## src/rtl/soc_bus_pkg.sv

```systemverilog
// Shared types and helpers for the SoC bus fabric: state encoding, bus width,
// error read value and the byte-lane swap used on swapped slave windows.
package soc_bus_pkg;

    localparam int unsigned      BUS_W     = 32;
    localparam logic [BUS_W-1:0] ERR_RDATA = 32'h0;

    typedef enum logic [1:0] {
        IDLE   = 2'd0,
        ACCESS = 2'd1,
        WAIT   = 2'd2
    } state_e;

    function automatic logic [BUS_W-1:0] bswap(input logic [BUS_W-1:0] d);
        return {d[7:0], d[15:8], d[23:16], d[31:24]};
    endfunction

endpackage

```

## src/rtl/soc_bus_wait_timer.sv

```systemverilog
// Saturating wait-cycle counter; expired is raised once LIMIT wait cycles
// have been counted. clear has priority over enable.
module soc_bus_wait_timer #(
    parameter int unsigned LIMIT = 16
) (
    input  logic clk,
    input  logic rst,
    input  logic clear,
    input  logic enable,
    output logic expired
);

    localparam int unsigned       CNT_W = $clog2(LIMIT + 1);
    localparam logic [CNT_W-1:0] MAX   = CNT_W'(LIMIT);

    logic [CNT_W-1:0] count;

    always_ff @(posedge clk or posedge rst) begin
        if (rst) begin
            count <= '0;
        end else if (clear) begin
            count <= '0;
        end else if (enable && (count != MAX)) begin
            count <= count + 1'b1;
        end
    end

    always_comb expired = (count >= MAX);

endmodule

```

## src/rtl/soc_bus_fabric.sv

```systemverilog
// Single-master to NUM_SLAVES window fabric: combinational decode, one access
// in flight, wait-state stalling with timeout and unmapped-write error reporting.
module soc_bus_fabric
    import soc_bus_pkg::*;
#(
    parameter int unsigned                NUM_SLAVES = 4,
    parameter int unsigned                DEC_HI     = 31,
    parameter int unsigned                DEC_LO     = 24,
    parameter logic [NUM_SLAVES*8-1:0]    SLV_BASE   = {8'hE4, 8'hE3, 8'hE2, 8'hE1},
    parameter logic [NUM_SLAVES-1:0]      SWAP_MASK  = '1,
    parameter int unsigned                TIMEOUT    = 16
) (
    input  logic                        clk_i,
    input  logic                        rst_i,
    input  logic [BUS_W-1:0]            addr_i,
    input  logic [BUS_W-1:0]            wdata_i,
    input  logic [3:0]                  we_i,
    output logic [BUS_W-1:0]            rdata_o,
    output logic                        stall_o,
    output logic                        err_o,
    output logic [NUM_SLAVES-1:0]       slv_sel_o,
    output logic                        slv_wr_o,
    output logic [BUS_W-1:0]            slv_wdata_o,
    input  logic [NUM_SLAVES*BUS_W-1:0] slv_rdata_i,
    input  logic [NUM_SLAVES-1:0]       slv_ready_i
);

    localparam int unsigned DEC_W = DEC_HI - DEC_LO + 1;
    localparam int unsigned IDX_W = (NUM_SLAVES > 1) ? $clog2(NUM_SLAVES) : 1;

    state_e           state_q, state_d;
    logic [IDX_W-1:0] sel_q, dec_idx, cur_idx;
    logic             valid_q, valid_d;
    logic             uerr_q, uerr_d;
    logic             hit, issue, can_issue;
    logic             t_clear, t_en, expired;
    logic [BUS_W-1:0] slv_rd [NUM_SLAVES];
    logic [BUS_W-1:0] rd_word;
    logic             unused_addr;

    // Address bits outside the decoded field are don't-care for the fabric.
    always_comb unused_addr = ^addr_i;

    always_comb begin
        hit     = 1'b0;
        dec_idx = '0;
        for (int unsigned k = 0; k < NUM_SLAVES; k++) begin
            if (!hit && (addr_i[DEC_HI:DEC_LO] == SLV_BASE[k*8 +: DEC_W])) begin
                hit     = 1'b1;
                dec_idx = IDX_W'(k);
            end
        end
    end

    always_comb begin
        for (int unsigned k = 0; k < NUM_SLAVES; k++) begin
            slv_rd[k] = slv_rdata_i[k*BUS_W +: BUS_W];
        end
        rd_word = SWAP_MASK[sel_q] ? bswap(slv_rd[sel_q]) : slv_rd[sel_q];
    end

    soc_bus_wait_timer #(
        .LIMIT(TIMEOUT)
    ) u_timer (
        .clk    (clk_i),
        .rst    (rst_i),
        .clear  (t_clear),
        .enable (t_en),
        .expired(expired)
    );

    always_comb begin
        state_d   = state_q;
        valid_d   = valid_q;
        uerr_d    = 1'b0;
        issue     = 1'b0;
        can_issue = 1'b0;
        t_clear   = 1'b1;
        t_en      = 1'b0;
        stall_o   = 1'b0;
        err_o     = uerr_q;
        rdata_o   = ERR_RDATA;
        slv_sel_o = '0;

        case (state_q)
            IDLE: can_issue = 1'b1;
            ACCESS, WAIT: begin
                // Ready is checked before the timeout so a late ready still completes cleanly.
                if (slv_ready_i[sel_q]) begin
                    rdata_o   = valid_q ? rd_word : ERR_RDATA;
                    state_d   = IDLE;
                    valid_d   = 1'b0;
                    can_issue = 1'b1;
                end else if ((state_q == WAIT) && expired) begin
                    err_o   = 1'b1;
                    state_d = IDLE;
                    valid_d = 1'b0;
                end else begin
                    stall_o          = 1'b1;
                    state_d          = WAIT;
                    t_clear          = 1'b0;
                    t_en             = 1'b1;
                    slv_sel_o[sel_q] = 1'b1;
                end
            end
            default: begin
                state_d = IDLE;
                valid_d = 1'b0;
            end
        endcase

        if (can_issue && !rst_i) begin
            if (hit) begin
                issue              = 1'b1;
                state_d            = ACCESS;
                valid_d            = 1'b1;
                slv_sel_o          = '0;
                slv_sel_o[dec_idx] = 1'b1;
            end else if (|we_i) begin
                uerr_d = 1'b1;
            end
        end

        cur_idx     = issue ? dec_idx : sel_q;
        slv_wdata_o = SWAP_MASK[cur_idx] ? bswap(wdata_i) : wdata_i;
        slv_wr_o    = (|we_i) && (|slv_sel_o);
    end

    always_ff @(posedge clk_i or posedge rst_i) begin
        if (rst_i) begin
            state_q <= IDLE;
            sel_q   <= '0;
            valid_q <= 1'b0;
            uerr_q  <= 1'b0;
        end else begin
            state_q <= state_d;
            valid_q <= valid_d;
            uerr_q  <= uerr_d;
            if (issue) begin
                sel_q <= dec_idx;
            end
        end
    end

endmodule

```

## config.mk

```make
export PLATFORM = sky130hd
export DESIGN_NAME = soc_bus_fabric
export DESIGN_NICKNAME = d
export VERILOG_FILES = /design/src/rtl/soc_bus_pkg.sv /design/src/rtl/soc_bus_wait_timer.sv /design/src/rtl/soc_bus_fabric.sv
export SDC_FILE = /design/constraint.sdc
export NUM_CORES = 1
export LEC_CHECK = 0
export BUFFER_PORTS_ARGS = -buffer_cell sky130_fd_sc_hd__clkbuf_2
export CORE_AREA = 3 3 106 108
export CTS_CLUSTER_SIZE = 20
export DETAILED_ROUTE_END_ITERATION = 10
export DIE_AREA = 0 0 109 111
export PLACE_DENSITY = 0.57
export RECOVER_POWER = 25
export SYNTH_ARGS = -nofsm -noshare
export SYNTH_HDL_FRONTEND = slang
export SYNTH_SLANG_ARGS = --single-unit
export TNS_END_PERCENT = 1
```

## constraint.sdc

```tcl
create_clock -name clk_i -period 2.4 [get_ports clk_i]
set_clock_uncertainty 0.2 [all_clocks]
set_input_delay 0.12 -clock clk_i [delete_from_list [all_inputs] [get_ports clk_i]]
set_output_delay 0.12 -clock clk_i [all_outputs]
set_load 0.02 [all_outputs]
```

Yosys cells after proc, flatten, opt, wreduce, memory -nomap -nowiden:

Index checks and enable logic that the tools add are counted.

* add/subtract/negate cells: 1
* $lt $le $gt $ge: 7
* equal/unequal tests: 7
* muxes and demuxes: 59
* bitwise gates (word level): 1
* reduce and logical (&&, ||, !) cells: 18

Operator list (count)
* 32-bit 2-to-1 mux: 7
* 32-bit binary-select mux with 2-bit select: 1
* 8-bit equality test (second input constant): 4
* 1-bit 2-to-1 mux: 29
* 4-bit 2-to-1 mux: 5
* 2-bit 2-to-1 mux: 7
* 5-bit 2-to-1 mux: 2
* 1-bit logical AND: 9
* 2-bit by 3-bit less-than comparator with 1-bit output (second input constant): 3
* 4-bit OR reduction: 2
* 1-bit binary-select mux with 2-bit select: 3
* 5-bit by 1-bit adder with 5-bit output (second input constant): 1
* 5-bit greater-or-equal comparator (second input constant): 1
* 5-bit != test (second input constant): 1
* 1-bit demux with 2-bit select: 2
* 2-bit by 1-bit greater-or-equal comparator with 1-bit output (second input constant): 2
* 1-bit logical NOT: 4
* 1-bit one-hot mux with 2 select lines: 2
* 2-bit one-hot mux with 2 select lines: 1
* 3-bit greater-or-equal comparator (second input constant): 1
* 2-bit NOT with 3-bit output: 1
* 2-bit by 1-bit equality test with 1-bit output (second input constant): 1
* 2-bit equality test (second input constant): 1
* 2-bit logical NOT: 1
* other kinds (2): 2

* register bits: 11
* output and inout port bits: 71
* logic and storage cells: 98

Depth between registers and ports, before layout:

* depth after elaboration: 19
* depth in mapped cells: 7

Cells and area by module:

Synthesis repeated with hierarchy kept, for this count alone.

* cell total of the unflattened synthesis: 220
* area, all modules: 2279.7 um2

Modules (own cells, without submodules)
* soc_bus_fabric: instances 1, cells an instance 190, area each 1973.1 um2, seq. area each 150.1 um2
* soc_bus_wait_timer: instances 1, cells an instance 30, area each 306.5 um2, seq. area each 125.1 um2

Worst setup path after synthesis:

No wires, ideal clock.

* path type: reg2out
* start: register state_q[1]
* end: output slv_sel_o[0]
* arrival time: 2.276 ns
* data required time: 2.080 ns
* path slack: -0.196 ns
* cell stages (with the launch flop): 6
* path buffers: 0
* path through: dfrtp_1 -> ha_1 -> or4b_4 -> nor4_2 -> a21oi_1 -> nor4_1

* word-level cells in the longest chain between the ends: 7
* elaborated cells on any way between the ends: 12

Ends and longest elaborated chain
* start: declaration: RTL line soc_bus_fabric.sv:31 `state_e state_q, state_d;`
* start signal: assignment: RTL line soc_bus_fabric.sv:136 `state_q <= state_d;`
* 2-bit equality test: RTL line soc_bus_fabric.sv:85, soc_bus_fabric.sv:94
* 1-bit logical AND: RTL line soc_bus_fabric.sv:94 `end else if ((state_q == WAIT) && expired) begin`
* 4-bit 2-to-1 mux: RTL line soc_bus_fabric.sv:94
* 4-bit 2-to-1 mux: RTL line soc_bus_fabric.sv:89 `if (slv_ready_i[sel_q]) begin`
* 4-bit 2-to-1 mux: RTL line soc_bus_fabric.sv:85 `case (state_q)`
* 4-bit 2-to-1 mux: RTL line soc_bus_fabric.sv:113 `if (hit) begin`
* 4-bit 2-to-1 mux (*): RTL line soc_bus_fabric.sv:112 `if (can_issue && !rst_i) begin`
* end: declaration: RTL line soc_bus_fabric.sv:21 `output logic [NUM_SLAVES-1:0] slv_sel_o,`

Mark *: on every way between the ends. The rest lies on a longest branch, timed or not.

Final worst setup path:

* start: register state_q[1]
* end: output slv_sel_o[2]

The elaborated chain is that of the path after synthesis.

==> metrics.md <==
| Metric | Value |
|---|---|
| Outcome | `complete, but fails checks` |
| Failing checks | `setup timing` |
| Chip width | `109 um` |
| Crit start category | `register` |
| Number of global-route vias before repair | `2499` |
| H-tree Lvls | `1` |
| PwrDens | `356 nW/um^2` |
| Pins over their slew limit | `0` |
| Seq/Total Area, Yosys | `13.0%` |
| Initial antenna violation count | `0` |
| Synth Flop Type | `dfrtp_1` |
| Synth Warn # | `0` |
| CTS max path bufs | `2` |
| Fmax | `400 MHz` |
| Worst Setup Slack, final | `-99.7 ps` |
| Wire length on met3 | `753 um` |
| Dpl cell area | `3010 sq um` |
| Initial Util | `between 20 and 25%` |
| DR WL/cell | `approximately 17 um` |
| Wl on met1 | `3.31 mm` |
| Total grt overflow | `0` |
| N_diodes | `0` |
| RSZ-0062 raised after global routing | `true` |
| Slew Limit Headroom | `50.2%` |
| Minimum clock period | `2500 ps` |
| Detailed Route WL | `8.60 mm` |
| Die height | `111 um` |
| Pleak | `0.00165 uW` |
| Root buffer cell | `clkbuf_8` |
| Worst Max-Slew Pin Slew | `737 ps` |
| Clock-pin slew on the worst setup and hold paths | `roughly 50 ps` |
| Mapped Cells | `207` |
| GRT Util Overall | `13.0%` |
| CP max FO | `5` |
| Initial detailed-routing violation count | `82` |
| Largest net degree at the start of global routing | `25` |
| First-pass GRT wire length | `between 10 and 15 mm` |
| Mean Syn Cell Area | `10.2 sq um` |
| Yosys reg bits | `11` |
| Worst Hold Class | `in2reg` |
| Met2 Wirelength | `4.47 mm` |
| Highest-count cells in the layout ignoring fill and taps | `clkbuf_2, buf_4, and3_1, mux4_2, clkbuf_4` |
| IO buf count | `around 180` |
| CTS tree | `built` |
| TritonCTS Buffers | `3` |
| CP required | `between 2000 and 2500 ps` |
| Synth unique cells | `46` |
| Critical path class | `reg2out` |
| Synth-to-Final Area Change | `55.3%` |
| Antenna viol nets, final | `0` |
| # setup viols final | `11` |
| RePlAce Congestion | `between 0.8 and 0.9` |
| CTS Sinks | `11` |
| Syn Nets | `about 410` |
| Total number of vias | `2389` |
| Max_cap viols | `0` |
| Async set or reset register ratio after synthesis | `100%` |
| Highest routed layer | `met4` |
| Crit path arrival time | `about 2200 ps` |
| DR pass1 iterations | `4` |
| Post-synth EDFFs | `0` |
| DP HPWL | `7.27 mm` |
| Share of cells above drive strength 1 | `70.4%` |
| R2R cell count | `6` |
| Net count, final | `573` |
| Fin. Hold Viols | `0` |
| # IOs | `273` |
| Core area | `10300 sq um` |
| Final non-filler cell area | `3290 sq um` |
| Most common cell after layout, fill and taps aside | `clkbuf_2` |
| Hold path cells | `3` |
| Synthesized cell area | `2120 sq um` |
| Rows | `37` |
| Critical path capture point type | `primary output` |
| Die area | `12100 sq um` |
| Vias per cell | `4.77` |
| Final setup TNS | `-333 ps` |
| Peak supply drop | `0.373 mV` |
| # DRC | `0` |
| Pwr Total | `1170 uW` |
| Fin crit share | `104%` |
| Latest clock arrival within the worst-skew pair | `approximately 230 ps` |
| Post-layout util | `31.9%` |
| Hold WS | `2.57 ps` |
[report_power, final]
group	switching, uW	internal (uW)
logic	383	376
registers	22.2	210
clock network	65.4	116
total	470	702
[cell usage after synthesis (2+ instances only)]
master | count | area [sq um]
a21oi_1 | 3 | 15.0
and3_1 | 33 | 206
buf_2 | 3 | 15.0
buf_4 | 32 | 240
clkbuf_1 | 10 | 37.5
dfrtp_1 | 11 | 275
ha_1 | 5 | 62.6
inv_1 | 8 | 30.0
mux2i_1 | 2 | 20.0
mux4_2 | 32 | 721
nand2_1 | 7 | 26.3
nand2b_1 | 3 | 18.8
nand3_1 | 5 | 25.0
nor2_1 | 11 | 41.3
nor3_1 | 3 | 15.0
nor4_1 | 2 | 12.5
nor4b_1 | 2 | 17.5
o21ai_0 | 2 | 10.0
o31ai_1 | 2 | 15.0
xnor2_1 | 4 | 35.0
xor2_1 | 2 | 17.5
[routing by layer]
metal	up-vias	track usage [%]
li1	1092	-
met1	1151	15.2
met2	142	24.4
met3	4	1.86
met4	0	3.03
met5	-	0
[worst paths after layout]
path | from | end | slack [ps]
worst min register to register | u_timer.count[3] | u_timer.count[3] | 370
max in group asynchronous | rst_i | sel_q[0] | 1430
worst max register to register | state_q[1] | sel_q[0] | 210
worst min-delay path | rst_i | uerr_q | 3
min in group asynchronous | rst_i | state_q[0] | 240
worst max-delay path | state_q[1] | slv_sel_o[2] | -100
[worst max-delay path, cell delays in order (launching register included)]
cell      delay (ps)
dfrtp_1          400
ha_2             190
or4b_4           520
nor3_4           220
buf_4            150
nand3_1           70
a22o_1           240
clkbuf_8         160
[per-stage QoR]
step / worst slack [ps] / cells
2_1_floorplan: -57.8 / 207
3_3_place_gp: -2.87 / 493
3_5_place_dp: -6.30 / 493
4_1_cts: -87.6 / 501
5_1_grt: -236 / 501
6_report: -99.7 / 501
[what timing repair did]
item | in CTS | in global routing
hold buffers | 2 | 0
hold endpoints to repair | 12 | 0
endpoints found under the setup margin | 27 | 38
pin swaps | 5 | 2
buffers inserted | 2 | 0
gates resized for setup | 33 | 49
[flip-flops by register name, indices dropped and copies added (netlist names)]
| name | flops |
|---|---|
| u_timer.count | 5 |
| sel_q | 2 |
| state_q | 2 |
| uerr_q | 1 |
| valid_q | 1 |
[logic make-up after synthesis]
logic type               count (synthesis)  share of synthesized area (%)
buffers and inverters                   55                           15.9
adder cells (fa/ha/maj)                  5                           2.95
multiplexers                            36                           36.1
flip-flops                              11                           13.0
AND/OR/NAND/NOR                         74                           21.4
XOR/XNOR                                 6                           2.48
AO/OA/AOI/OAI                           20                           8.09
[cell type report]
class | count | area, sq um
Multi-Input combinational cell | 141 | 1600
Fill cell | 1102 | 7030
Clock buffer | 4 | 45.0
Inverter | 8 | 30.0
Sequential cell | 11 | 278
Tap cell | 136 | 170
Timing Repair Buffer | 201 | 1170
No activity file was read; power rests on OpenSTA's default activity.
